$ cat src/rtl/contador_modulo_param.sv
// contador_modulo_param: modulo-N up/down counter with a prescaler, clear, load, tick and terminal-count pulses
module contador_modulo_param #(
    parameter int WIDTH    = 6,
    parameter int MODULO   = 10,
    parameter int PRESCALE = 1
) (
    input  logic             clk,
    input  logic             rst,
    input  logic             en_i,
    input  logic             up_i,
    input  logic             clear_i,
    input  logic             load_i,
    input  logic [WIDTH-1:0] load_val_i,
    output logic [WIDTH-1:0] count_o,
    output logic             tick_o,
    output logic             tc_o
);
    localparam int PW = PRESCALE > 1 ? $clog2(PRESCALE) : 1;
    localparam logic [WIDTH-1:0] MAX = WIDTH'(MODULO - 1);
    localparam logic [PW-1:0] PMAX = PW'(PRESCALE - 1);

    if (WIDTH < 1 || WIDTH > 16 || MODULO < 2 || MODULO > (1 << WIDTH) ||
        PRESCALE < 1 || PRESCALE > 65535) begin : g_bad_params
        $error("contador_modulo_param: illegal parameter set");
    end

    logic [PW-1:0]    pre;
    logic             step;
    logic             wrap;
    logic [WIDTH-1:0] nxt;

    // wrap is decided by comparison, so MODULO = 2**WIDTH never needs a wider sum
    always_comb begin
        step = en_i && pre == PMAX;
        wrap = up_i ? count_o == MAX : count_o == '0;
        nxt  = wrap ? (up_i ? '0 : MAX) : (up_i ? count_o + WIDTH'(1) : count_o - WIDTH'(1));
    end

    always_ff @(posedge clk) begin
        if (rst || clear_i) begin
            count_o <= '0;
            pre     <= '0;
            tick_o  <= 1'b0;
            tc_o    <= 1'b0;
        end else if (load_i) begin
            count_o <= load_val_i > MAX ? MAX : load_val_i;
            pre     <= '0;
            tick_o  <= 1'b0;
            tc_o    <= 1'b0;
        end else begin
            tick_o <= step;
            tc_o   <= step && wrap;
            if (en_i) pre <= step ? '0 : pre + PW'(1);
            if (step) count_o <= nxt;
        end
    end
endmodule

$ cat config.mk
export PLATFORM = sky130hd
export DESIGN_NAME = contador_modulo_param
export DESIGN_NICKNAME = d
export VERILOG_FILES = /design/src/rtl/contador_modulo_param.sv
export SDC_FILE = /design/constraint.sdc
export NUM_CORES = 1
export LEC_CHECK = 0
export ABC_CLOCK_PERIOD_IN_PS = 3060
export CORE_MARGIN = 8
export CORE_UTILIZATION = 45
export CTS_CLUSTER_SIZE = 20
export DETAILED_ROUTE_END_ITERATION = 8
export PLACE_DENSITY_LB_ADDON = 0.12
export SETUP_SLACK_MARGIN = 0.4
export SLEW_MARGIN = 30
export SYNTH_ARGS = -nofsm -noshare
export SYNTH_HDL_FRONTEND = slang
export SYNTH_SLANG_ARGS = --single-unit
$ cat constraint.sdc
create_clock -name clk -period 3.06 [get_ports clk]
set_input_delay 0.459 -clock clk [delete_from_list [all_inputs] [get_ports clk]]
set_output_delay 0.459 -clock clk [all_outputs]
set_load 0.05 [all_outputs]
==> impl_table.tex, run 1 <==
\begin{tabular}{lr}
\hline
Metric & Value \\
\hline
\multicolumn{2}{l}{\textbf{Global routing}} \\
\quad Antenna violations before repair & 0 \\
\quad Congestion Overflow GR & 0 \\
\quad Pin count of the biggest net entering global routing & 10 \\
\quad Global-route total usage across every layer & 11.9\% \\
\quad Wire length of the first global-routing pass & 2610 um \\
\quad Via count of the first global-routing pass & 592 \\
\multicolumn{2}{l}{\textbf{Timing}} \\
\quad Worst Hold Slack & 0.457 ns \\
\quad Worst slew margin relative to its limit & 66.3\% \\
\quad Final Max Tran Viols & 0 \\
\quad Final-report setup violation count & 0 \\
\quad Maximum operating frequency & 395 MHz \\
\quad Setup total negative slack & 0 ns \\
\quad Crit share post-route & 82.7\% \\
\quad Setup repair after global routing missed its margin & no \\
\quad Measured slew at the worst slew-check pin & 0.504 ns \\
\quad Clock Skew & 0.0101 ns \\
\quad Clock period minus final worst setup slack & 2.53 ns \\
\quad Number of hold violations in the final report & 0 \\
\multicolumn{2}{l}{\textbf{Yosys}} \\
\quad Combined area of all synthesized cells & 644 sq um \\
\quad Synthesized net count & 91 \\
\quad Sequential fraction of the synthesis area & 28.0\% \\
\quad Synth Register Bits & 9 \\
\quad Synthesis warning total & 0 \\
\quad Number of synthesized flops with an enable pin & 0 \\
\quad Async set or reset register ratio after synthesis & 0\% \\
\quad Gate count of the mapped netlist & 74 \\
\quad Post-synthesis area per instance & 8.71 sq um \\
\quad Commonest register cell after synthesis & sky130\_fd\_sc\_hd\_\_dfxtp\_1 \\
\quad Unique masters post-synth & 37 \\
\multicolumn{2}{l}{\textbf{Drt}} \\
\quad Vias post-DR & 647 \\
\quad First-iteration detailed-routing DRC count & 10 \\
\quad Length of the first detailed-routing pass in iterations & 4 \\
\quad Post-Route WL & 1590 um \\
\quad Number of routed nets with antenna violations & 0 \\
\quad Remaining routing DRC violations & 0 \\
\quad Average wire length per cell after detail routing & 14.3 um \\
\quad Avg Vias per Cell & 5.83 \\
\multicolumn{2}{l}{\textbf{Die}} \\
\quad Chip Width & 53.8 um \\
\quad Effective utilization at floorplan & 48.9\% \\
\quad Chip height & 53.8 um \\
\quad Die area & 2900 sq um \\
\quad Floorplan core area & 1320 sq um \\
\quad Number of placed I/O pins & 20 \\
\quad Row cnt & 13 \\
\multicolumn{2}{l}{\textbf{Worst hold path}} \\
\quad End point of the most critical hold path & pre \\
\quad Launch point of the worst hold path & pre \\
\quad Cell depth of the worst min-delay path & 2 \\
\quad Classification of the worst-slack hold path & flip-flop to flip-flop \\
\multicolumn{2}{l}{\textbf{Final layout}} \\
\quad Layout cells sized above 1 & 12.5\% \\
\quad Net count, final & 114 \\
\quad Number of diodes added for antenna fixing & 0 \\
\quad Area occupied by registers & 180 sq um \\
\quad Area occupied by multi-input gates & 438 sq um \\
\quad Highest-count cells in the layout ignoring fill and taps & sky130\_fd\_sc\_hd\_\_clkdlybuf4s50\_1, sky130\_fd\_sc\_hd\_\_nor2\_1, sky130\_fd\_sc\_hd\_\_dfxtp\_1, sky130\_fd\_sc\_hd\_\_a21oi\_1 \\
\quad Non-filler cells, final & 111 \\
\quad Layout-stage area growth over the synthesis result & 34.8\% \\
\quad Most common library cell in the layout ignoring fill and taps & sky130\_fd\_sc\_hd\_\_clkdlybuf4s50\_1 \\
\quad Fillcell total & 121 \\
\multicolumn{2}{l}{\textbf{CTS}} \\
\quad Number of sinks handled by clock tree synthesis & 9 \\
\quad CTS root buffer & sky130\_fd\_sc\_hd\_\_clkbuf\_4 \\
\quad CTS buffer count & 3 \\
\quad Source-to-sink clock delay at the later pin of the worst-skew pair & 0.26 ns \\
\quad Clock H-tree levels & 1 \\
\quad Post-cts hold buffer count & 0 \\
\quad Max Buffers Root-to-Sink & 2 \\
\quad Post-CTS Setup Repair Bufs & 0 \\
\quad PostCTS Resize Cnt & 0 \\
\quad Clock tree from TritonCTS & done \\
\quad Clock transition time at the flip-flop clock pins of the worst setup and hold paths & 0.07 ns \\
\multicolumn{2}{l}{\textbf{Setup path}} \\
\quad Crit path launch type & input port \\
\quad Family of cells with the greatest summed delay on the critical path & buffers and inverters \\
\quad Buffers \& Inverters on Critical Path & 2 \\
\quad Arrival @ worst endpoint & 2.67 ns \\
\quad Worst R2R Setup Slack & 1.18 ns \\
\quad Reg2Reg Capture Point & count\_o[5] \\
\quad Start of the worst register-to-register path & count\_o[2] \\
\quad Crit path cell chain & clkdlybuf4s50\_1, inv\_1, ha\_1, o21ai\_0, or4b\_4, o311ai\_2, mux2i\_1, a21oi\_1 \\
\quad Crit end category & flip-flop \\
\quad Critical path's largest stage delay & 0.57 ns \\
\quad Worst endpoint required time & 3.20 ns \\
\quad FF-to-FF path depth & 6 \\
\quad Worst-path fanout max & 8 \\
\quad Crit path max-delay cell type & sky130\_fd\_sc\_hd\_\_clkdlybuf4s50\_1 \\
\quad Type of the setup path with the least slack & input port to flip-flop \\
\multicolumn{2}{l}{\textbf{Place}} \\
\quad Final HPWL from detailed placement & 1260 um \\
\quad Gpl congestion & 0.884 \\
\quad Port-buffer cells & 19 \\
\quad Cell Count Post-Placement & 107 \\
\multicolumn{2}{l}{\textbf{Run}} \\
\quad Max\_cap viols & 0 \\
\multicolumn{2}{l}{\textbf{Run status}} \\
\quad Result of the run & finished clean \\
\multicolumn{2}{l}{\textbf{Power}} \\
\quad Largest vdd supply drop & 0.187 mV \\
\quad Leakage power & 0.330 nW \\
\quad Power per standard cell area & 358 nW/um\^{}2 \\
\hline
\end{tabular}
-- worst max-delay path by stage --
stage	slack [ns]	end	start	cells past startpoint
global route	0.40	count_o[5]	up_i	8
finish	0.53	count_o[5]	up_i	8
global placement	0.32	count_o[5]	up_i	8
floorplan	0.99	count_o[5]	count_o[2]	6
detailed placement	0.28	count_o[5]	up_i	8
CTS	0.55	count_o[5]	up_i	8
-- cells by family (layout without fill, tap and decap cells) --
kind of cell / count (synthesis) / count (layout) / synth area share [%]
compound gates: 22 / 22 / 26.0
xor+xnor: 2 / 2 / 2.72
fa+ha+maj: 5 / 5 / 10.9
buf+inv: 5 / 27 / 4.08
flops: 9 / 9 / 28.0
mux: 1 / 1 / 1.55
simple gates: 30 / 30 / 26.8
-- worst register-to-register path, cell delays in order, from the launching register on --
cell                       delay, ns
sky130_fd_sc_hd__dfxtp_1        0.34
sky130_fd_sc_hd__ha_1           0.36
sky130_fd_sc_hd__o21ai_0        0.15
sky130_fd_sc_hd__or4b_4         0.51
sky130_fd_sc_hd__o311ai_2       0.10
sky130_fd_sc_hd__mux2i_1        0.22
sky130_fd_sc_hd__a21oi_1        0.08
-- cells in the mapped netlist (all sizes together), types with 2 or more instances --
cell / n / area [sq um]
nand2: 3 / 11.3
or2: 2 / 12.5
nand3: 2 / 10.0
nor4: 2 / 12.5
dfxtp: 9 / 180
o311ai: 2 / 25.0
ha: 4 / 50.1
o32ai: 2 / 17.5
inv: 4 / 15.0
xnor2: 2 / 17.5
a21oi: 6 / 33.8
nand2b: 2 / 12.5
a21o: 2 / 16.3
o21ai: 4 / 20.0
a211oi: 2 / 20.0
nor2: 9 / 33.8
-- routing by layer --
metal	GRT usage (%)	share of wire (%)	vias up
met3	4.96	8.2	0
li1	-	-	326
met1	16.3	47	296
met2	17.0	44	25
met4	2.52	0	0
met5	0	0	-
-- power by group --
part           internal [mW]  switching (mW)
combinational         0.0440          0.0486
clock                 0.0502          0.0417
sequential             0.121         0.00592
total                  0.215          0.0962
-- area by class of cell --
cell class	instances	area share [%]
Clock buffer	4	3.03
Inverter	4	1.73
Multi-Input combinational cell	60	50.4
Sequential cell	9	20.7
Tap cell	15	2.16
Timing Repair Buffer	19	21.9
-- stage by stage --
step	setup WS [ns]	power [mW]	util, %	cell area [sq um]
floorplan	0.994	0.188	-	644
global placement	0.323	0.221	63.9	842
detailed placement	0.283	0.222	63.9	842
CTS	0.550	0.315	65.9	868
global route	0.403	0.334	65.9	868
finish	0.529	0.311	65.9	868
-- sequential cells by signal, indices dropped and copies added (netlist names) --
| register | count |
|---|---|
| pre | 1 |
| count_o | 6 |
| tick_o | 1 |
| tc_o | 1 |
Power figures use the tool's default switching activity.
==> run 2: changes to the inputs <==
--- a/config.mk
+++ b/config.mk
@@ -5,9 +5,9 @@
 export SDC_FILE = /design/constraint.sdc
 export NUM_CORES = 1
 export LEC_CHECK = 0
-export ABC_CLOCK_PERIOD_IN_PS = 3060
+export ABC_CLOCK_PERIOD_IN_PS = 2500
 export CORE_MARGIN = 8
-export CORE_UTILIZATION = 45
+export CORE_UTILIZATION = 44
 export CTS_CLUSTER_SIZE = 20
 export DETAILED_ROUTE_END_ITERATION = 8
 export PLACE_DENSITY_LB_ADDON = 0.12
==> constraint.sdc (replaced) <==
create_clock -name clk -period 2.5 [get_ports clk]
set_input_delay 0.375 -clock clk [delete_from_list [all_inputs] [get_ports clk]]
set_output_delay 0.375 -clock clk [all_outputs]
set_load 0.05 [all_outputs]
==> run 2 against run 1 <==
Against the previous run: utilization fell by 0.92 points; via count is 1.1% higher; final area rose by 7.5%; first-iteration DRC count grew 80%; sequential power grew 23%; sequential cell count stayed put; critical path depth shrank 7; final cell count rose by 3.6%; global-route usage increased by 0.91 points; clock power up 29%.
==> impl_table.tex, run 2 (synthesized netlist as in run 1, its figures left out) <==
\begin{tabular}{lr}
\hline
Metric & Value \\
\hline
\multicolumn{2}{l}{\textbf{Run status}} \\
\quad Result of the run & finished clean \\
\multicolumn{2}{l}{\textbf{Drt}} \\
\quad Number of routed nets with antenna violations & 0 (unchanged) \\
\quad Length of the first detailed-routing pass in iterations & 4 (unchanged) \\
\quad Avg Vias per Cell & 5.69 (-2.4\%) \\
\quad Remaining routing DRC violations & 0 (unchanged) \\
\quad First-iteration detailed-routing DRC count & 18 (+8) \\
\quad Average wire length per cell after detail routing & 15.1 um (+5.5\%) \\
\quad Vias post-DR & 654 (+1.1\%) \\
\quad Post-Route WL & 1740 um (+9.3\%) \\
\multicolumn{2}{l}{\textbf{Die}} \\
\quad Chip Width & 54.3 um (+0.80\%) \\
\quad Floorplan core area & 1440 sq um (+9.0\%) \\
\quad Chip height & 54.3 um (+0.80\%) \\
\quad Die area & 2950 sq um (+1.6\%) \\
\quad Effective utilization at floorplan & 44.9\% (-4.0 points) \\
\quad Number of placed I/O pins & 20 (unchanged) \\
\quad Row cnt & 14 (+1) \\
\multicolumn{2}{l}{\textbf{Timing}} \\
\quad Final-report setup violation count & 0 (unchanged) \\
\quad Final Max Tran Viols & 0 (unchanged) \\
\quad Measured slew at the worst slew-check pin & 0.503 ns (-0.000712 ns) \\
\quad Crit share post-route & 80.4\% \\
\quad Setup repair after global routing missed its margin & no \\
\quad Setup total negative slack & 0 ns (unchanged) \\
\quad Worst slew margin relative to its limit & 66.4\% (+0.098 points) \\
\quad Worst Hold Slack & 0.461 ns (+0.00386 ns) \\
\quad Number of hold violations in the final report & 0 (unchanged) \\
\quad Clock Skew & 0.00367 ns (-0.00641 ns) \\
\quad Clock period minus final worst setup slack & 2.01 ns \\
\quad Maximum operating frequency & 498 MHz \\
\multicolumn{2}{l}{\textbf{Setup path}} \\
\quad Type of the setup path with the least slack & flip-flop to primary output \\
\quad Worst endpoint required time & 2.12 ns (-1.08 ns) \\
\quad Worst R2R Setup Slack & 0.62 ns (-0.56 ns) \\
\quad Worst-path fanout max & 5 (-3) \\
\quad Crit path cell chain & clkdlybuf4s50\_1 \\
\quad Crit path max-delay cell type & sky130\_fd\_sc\_hd\_\_clkdlybuf4s50\_1 \\
\quad Crit end category & primary output \\
\quad Crit path launch type & flip-flop \\
\quad Buffers \& Inverters on Critical Path & 1 (-1) \\
\quad Family of cells with the greatest summed delay on the critical path & buffers and inverters \\
\quad Arrival @ worst endpoint & 1.63 ns (-1.04 ns) \\
\quad Critical path's largest stage delay & 0.87 ns (+0.30 ns) \\
\multicolumn{2}{l}{\textbf{CTS}} \\
\quad Clock H-tree levels & 1 (unchanged) \\
\quad CTS root buffer & sky130\_fd\_sc\_hd\_\_clkbuf\_4 \\
\quad Post-cts hold buffer count & 0 (unchanged) \\
\quad Max Buffers Root-to-Sink & 2 (unchanged) \\
\quad Number of sinks handled by clock tree synthesis & 9 (unchanged) \\
\quad Clock transition time at the flip-flop clock pins of the worst setup and hold paths & 0.07 ns (about the same) \\
\quad Clock tree from TritonCTS & done \\
\quad Source-to-sink clock delay at the later pin of the worst-skew pair & 0.27 ns (about the same) \\
\quad CTS buffer count & 3 (unchanged) \\
\multicolumn{2}{l}{\textbf{Final layout}} \\
\quad Register with the highest flop count & count\_o \\
\quad Most common library cell in the layout ignoring fill and taps & sky130\_fd\_sc\_hd\_\_clkdlybuf4s50\_1 \\
\quad Total non-filler cell area in the finished layout & 933 sq um (+7.5\%) \\
\quad Number of diodes added for antenna fixing & 0 (unchanged) \\
\quad Layout-stage area growth over the synthesis result & 44.9\% \\
\quad Highest-count cells in the layout ignoring fill and taps & sky130\_fd\_sc\_hd\_\_clkdlybuf4s50\_1, sky130\_fd\_sc\_hd\_\_nor2\_1, sky130\_fd\_sc\_hd\_\_dfxtp\_1, sky130\_fd\_sc\_hd\_\_a21oi\_1 \\
\quad Largest register FFs & 6 (unchanged) \\
\quad Net count, final & 117 (+2.6\%) \\
\quad Layout cells sized above 1 & 19.2\% (+6.7 points) \\
\multicolumn{2}{l}{\textbf{Global routing}} \\
\quad Antenna violations before repair & 0 (unchanged) \\
\quad Via count of the first global-routing pass & 637 (+7.6\%) \\
\quad Wire length of the first global-routing pass & 2710 um (+3.9\%) \\
\quad Pin count of the biggest net entering global routing & 10 (unchanged) \\
\quad Congestion Overflow GR & 0 (unchanged) \\
\quad Global-route total usage across every layer & 12.8\% (+0.91 points) \\
\multicolumn{2}{l}{\textbf{Power}} \\
\quad Leakage power & 0.358 nW (+8.5\%) \\
\quad Largest vdd supply drop & 0.240 mV (+28\%) \\
\quad Power per standard cell area & 428 nW/um\^{}2 (+19\%) \\
\multicolumn{2}{l}{\textbf{Place}} \\
\quad Gpl congestion & 0.902 (+2.1\%) \\
\quad Final HPWL from detailed placement & 1320 um (+4.7\%) \\
\quad Placement Cell Area & 866 sq um (+2.8\%) \\
\quad Port-buffer cells & 19 (unchanged) \\
\multicolumn{2}{l}{\textbf{Run}} \\
\quad Max\_cap viols & 0 (unchanged) \\
\multicolumn{2}{l}{\textbf{Worst hold path}} \\
\quad Classification of the worst-slack hold path & flip-flop to flip-flop \\
\hline
\end{tabular}
## run 2: cell types whose count changed in the layout (fill, tap and decap cells not counted), sizes merged
cell	previous run	this run
buf	0	3
clkdlybuf4s50	19	17
dlygate4sd2	0	1
dlymetal6s2s	0	1
## run 2: final cells by class
type,instances,area [sq um]
clock buffer,4,26.3
fill,126,503
inverter,4,17.5
multi-input combinational,60,475
sequential,9,180
tap,16,20.0
timing repair buffer,22,214
## run 2: worst paths after layout
check	start	to	cells after the start
hold / removal	pre	pre	2
setup reg to reg	count_o[1]	count_o[5]	6
hold reg to reg	pre	pre	2
setup / recovery	count_o[1]	count_o[1]	1
## run 2: power by group
| group | leakage, nW | switching (mW) | internal [mW] |
|---|---|---|---|
| registers | 0.0732 | 0.00775 | 0.148 |
| clock network | 0.0150 | 0.0576 | 0.0618 |
| logic | 0.270 | 0.0634 | 0.0611 |
## run 2: metal layers
layer	up-vias	GRT usage, %	share of wire (%)
li1	332	-	-
met1	289	14.8	46
met2	23	18.7	43
met3	10	5.16	6.3
met4	0	9.43	4.1
met5	-	0	0
## run 2: what timing repair did
item / CTS / global route
endpoints found under the setup margin: 1 / 1
resized for setup: 7 / 1
pin swaps: 1 / 0
setup buffers: 0 / 0
## run 2: stage by stage
| step | worst slack, ns | util (%) | power, mW | cells |
|---|---|---|---|---|
| 3_3_place_gp | 0.0950 | 60.3 | 0.275 | 111 |
| 5_1_grt | 0.455 | 65.0 | 0.418 | 115 |
| 2_1_floorplan | 0.434 | - | 0.231 | 74 |
| 6_report | 0.491 | 65.0 | 0.400 | 115 |
| 4_1_cts | 0.449 | 64.8 | 0.400 | 115 |
| 3_5_place_dp | 0.0363 | 60.3 | 0.276 | 111 |
==> run 3: changes to the inputs <==
--- a/config.mk
+++ b/config.mk
@@ -5,9 +5,9 @@
 export SDC_FILE = /design/constraint.sdc
 export NUM_CORES = 1
 export LEC_CHECK = 0
-export ABC_CLOCK_PERIOD_IN_PS = 2500
+export ABC_CLOCK_PERIOD_IN_PS = 1700
 export CORE_MARGIN = 8
-export CORE_UTILIZATION = 44
+export CORE_UTILIZATION = 40
 export CTS_CLUSTER_SIZE = 20
 export DETAILED_ROUTE_END_ITERATION = 8
 export PLACE_DENSITY_LB_ADDON = 0.12
==> constraint.sdc (replaced) <==
create_clock -name clk -period 1.7 [get_ports clk]
set_input_delay 0.255 -clock clk [delete_from_list [all_inputs] [get_ports clk]]
set_output_delay 0.255 -clock clk [all_outputs]
set_load 0.05 [all_outputs]
==> run 3 against run 2 <==
Against the previous run: via count rose by 14%; the run now ends with setup timing left; clock power rose by 39%; critical path type is now flip-flop to flip-flop; register-to-register slack lost 0.64 ns; non-clock buffer count is 15 higher; sequential share of layout area shrank 1.1 points; global-route usage fell by 0.084 points; power grew 57%.
==> impl_table.tex, run 3 (synthesized netlist as in run 1, its figures left out) <==
\begin{tabular}{lr}
\hline
Metric & Value \\
\hline
\multicolumn{2}{l}{\textbf{Run status}} \\
\quad Result of the run & complete, but fails checks \\
\quad Violated checks & setup timing \\
\multicolumn{2}{l}{\textbf{Setup path}} \\
\quad FF-to-FF path depth & 6 (unchanged) \\
\quad Crit path launch type & flip-flop \\
\quad Worst R2R Setup Slack & -0.02 ns (-0.64 ns) \\
\quad Crit path max-delay cell type & sky130\_fd\_sc\_hd\_\_or4b\_4 \\
\quad Crit end category & flip-flop \\
\quad Type of the setup path with the least slack & flip-flop to flip-flop \\
\quad Start of the worst register-to-register path & count\_o[1] \\
\quad Reg2Reg Capture Point & count\_o[5] \\
\quad Critical path's largest stage delay & 0.53 ns (-0.34 ns) \\
\quad Worst-path fanout max & 3 (-2) \\
\quad Worst endpoint required time & 1.85 ns (-0.27 ns) \\
\quad Arrival @ worst endpoint & 1.87 ns (+0.24 ns) \\
\quad Crit path cell chain & ha\_4, a211oi\_4, or4b\_4, o311ai\_4, mux2i\_1, a21oi\_1 \\
\quad Buffers \& Inverters on Critical Path & 0 (-1) \\
\quad Family of cells with the greatest summed delay on the critical path & simple AND/OR/NAND/NOR gates \\
\quad Timing startpoint of the critical path & count\_o[1] \\
\multicolumn{2}{l}{\textbf{Global routing}} \\
\quad Wire length of the first global-routing pass & 3330 um (+23\%) \\
\quad Pin count of the biggest net entering global routing & 10 (unchanged) \\
\quad Global-route total usage across every layer & 12.7\% (-0.084 points) \\
\quad Congestion Overflow GR & 0 (unchanged) \\
\quad Antenna violations before repair & 0 (unchanged) \\
\quad Via count of the first global-routing pass & 758 (+19\%) \\
\multicolumn{2}{l}{\textbf{CTS}} \\
\quad CTS buffer count & 3 (unchanged) \\
\quad Post-CTS Setup Repair Bufs & 0 (unchanged) \\
\quad Source-to-sink clock delay at the later pin of the worst-skew pair & 0.26 ns (about the same) \\
\quad CTS root buffer & sky130\_fd\_sc\_hd\_\_clkbuf\_4 \\
\quad Post-cts hold buffer count & 0 (unchanged) \\
\quad Clock tree from TritonCTS & done \\
\quad Number of sinks handled by clock tree synthesis & 9 (unchanged) \\
\quad Clock H-tree levels & 1 (unchanged) \\
\quad Clock transition time at the flip-flop clock pins of the worst setup and hold paths & 0.06 ns (about the same) \\
\quad Max Buffers Root-to-Sink & 2 (unchanged) \\
\multicolumn{2}{l}{\textbf{Final layout}} \\
\quad Highest-count cells in the layout ignoring fill and taps & sky130\_fd\_sc\_hd\_\_buf\_4, sky130\_fd\_sc\_hd\_\_clkdlybuf4s50\_1, sky130\_fd\_sc\_hd\_\_nor2\_1 \\
\quad Number of diodes added for antenna fixing & 0 (unchanged) \\
\quad Largest register FFs & 6 (unchanged) \\
\quad Register with the highest flop count & count\_o \\
\quad Layout cells sized above 1 & 46.5\% (+27 points) \\
\quad Non-filler cells, final & 130 (+13\%) \\
\quad Total non-filler cell area in the finished layout & 1080 sq um (+16\%) \\
\quad Core occupancy in the finished layout & 71.8\% (+6.8 points) \\
\quad Most common library cell in the layout ignoring fill and taps & sky130\_fd\_sc\_hd\_\_buf\_4 \\
\quad Layout-stage area growth over the synthesis result & 67.8\% \\
\quad Net count, final & 132 (+13\%) \\
\multicolumn{2}{l}{\textbf{Place}} \\
\quad Final HPWL from detailed placement & 1610 um (+22\%) \\
\quad Gpl congestion & 0.842 (-6.7\%) \\
\quad Cell Count Post-Placement & 126 (+14\%) \\
\quad Placement Cell Area & 1000 sq um (+15\%) \\
\quad Port-buffer cells & 19 (unchanged) \\
\multicolumn{2}{l}{\textbf{Drt}} \\
\quad Length of the first detailed-routing pass in iterations & 4 (unchanged) \\
\quad Post-Route WL & 2000 um (+15\%) \\
\quad Avg Vias per Cell & 5.72 (+0.64\%) \\
\quad Remaining routing DRC violations & 0 (unchanged) \\
\quad Number of routed nets with antenna violations & 0 (unchanged) \\
\quad First-iteration detailed-routing DRC count & 49 (+31) \\
\quad Vias post-DR & 744 (+14\%) \\
\quad Average wire length per cell after detail routing & 15.4 um (+2.1\%) \\
\multicolumn{2}{l}{\textbf{Timing}} \\
\quad Number of hold violations in the final report & 0 (unchanged) \\
\quad Worst slew margin relative to its limit & 71.1\% (+4.7 points) \\
\quad Setup repair after global routing missed its margin & yes \\
\quad Crit share post-route & 101\% \\
\quad Final Max Tran Viols & 0 (unchanged) \\
\quad Final-report setup violation count & 2 (+2) \\
\quad Maximum operating frequency & 580 MHz \\
\quad Measured slew at the worst slew-check pin & 0.427 ns (-0.0763 ns) \\
\quad Clock period minus final worst setup slack & 1.72 ns \\
\quad Setup slack of the critical path after layout & -0.0249 ns (-0.516 ns) \\
\quad Clock Skew & 0.00124 ns (-0.00243 ns) \\
\multicolumn{2}{l}{\textbf{Power}} \\
\quad Power per standard cell area & 579 nW/um\^{}2 (+35\%) \\
\quad Total Power Consumption & 0.626 mW (+57\%) \\
\quad Leakage power & 0.451 nW (+26\%) \\
\quad Largest vdd supply drop & 0.333 mV (+39\%) \\
\multicolumn{2}{l}{\textbf{Worst hold path}} \\
\quad Cell depth of the worst min-delay path & 2 (unchanged) \\
\quad Classification of the worst-slack hold path & flip-flop to flip-flop \\
\quad Launch point of the worst hold path & pre \\
\quad End point of the most critical hold path & pre \\
\multicolumn{2}{l}{\textbf{Die}} \\
\quad Number of placed I/O pins & 20 (unchanged) \\
\quad Row cnt & 14 (unchanged) \\
\quad Die area & 3150 sq um (+7.0\%) \\
\quad Chip Width & 56.1 um (+3.4\%) \\
\quad Effective utilization at floorplan & 42.8\% (-2.1 points) \\
\quad Chip height & 56.1 um (+3.4\%) \\
\quad Floorplan core area & 1510 sq um (+4.9\%) \\
\multicolumn{2}{l}{\textbf{Run}} \\
\quad Max\_cap viols & 0 (unchanged) \\
\hline
\end{tabular}
-- run 3: cell count changes in the layout (fill, tap and decap cells not counted), moves of 2 or more --
cell / change
sky130_fd_sc_hd__buf_4: +21
sky130_fd_sc_hd__dfxtp_4: +4
sky130_fd_sc_hd__buf_6: +2
sky130_fd_sc_hd__clkdlybuf4s50_1: -7
sky130_fd_sc_hd__dfxtp_1: -5
-- run 3: layer usage --
metal | vias to the layer above | GRT usage [%] | share of wire (%)
met5 | - | 0 | 0
met4 | 0 | 3.78 | 0.40
met3 | 2 | 5.94 | 7.8
met2 | 33 | 21.1 | 50
met1 | 348 | 14.1 | 41
li1 | 361 | - | -
-- run 3: cell type report --
cell class	count	area [sq um]
flip-flops and latches	9	196
multi-input cells	60	513
inverters	4	17.5
fillers	121	425
repair buffers	37	308
well taps	16	20.0
clock buffers	4	26.3
-- run 3: how the worst max path moves through the flow --
stage	end	slack (ns)	depth (start not counted)
CTS	count_o[5]	-0.04	6
detailed placement	count_o[5]	-0.65	8
global route	count_o[5]	-0.08	6
floorplan	count_o[5]	-0.08	7
global placement	count_o[5]	-0.63	8
finish	count_o[5]	-0.02	6
-- run 3: report_power, final --
| group | internal (mW) | switching [mW] | total (mW) |
|---|---|---|---|
| clock network | 0.0905 | 0.0755 | 0.166 |
| registers | 0.215 | 0.0106 | 0.226 |
| logic | 0.121 | 0.114 | 0.234 |
-- run 3: timing repair --
item,in CTS,in global routing
pin swaps,1,2
resized for setup,14,4
setup endpoints to repair,6,7
-- run 3: tightest hold or removal path, stage by stage (launching register included) --
cell	delay (ns)
sky130_fd_sc_hd__dfxtp_1	0.30
sky130_fd_sc_hd__inv_1	0.08
sky130_fd_sc_hd__nor4_1	0.05
-- run 3: stage by stage --
step / hold slack, ns / setup slack (ns) / TNS (ns)
final: 0.474 / -0.0249 / -0.0292
after global routing: 0.513 / -0.0835 / -0.187
after detailed placement: 0.447 / -0.652 / -2.78
after global placement: 0.438 / -0.625 / -2.67
after CTS: 0.456 / -0.0372 / -0.0514
after floorplan: 0.332 / -0.0850 / -0.0861
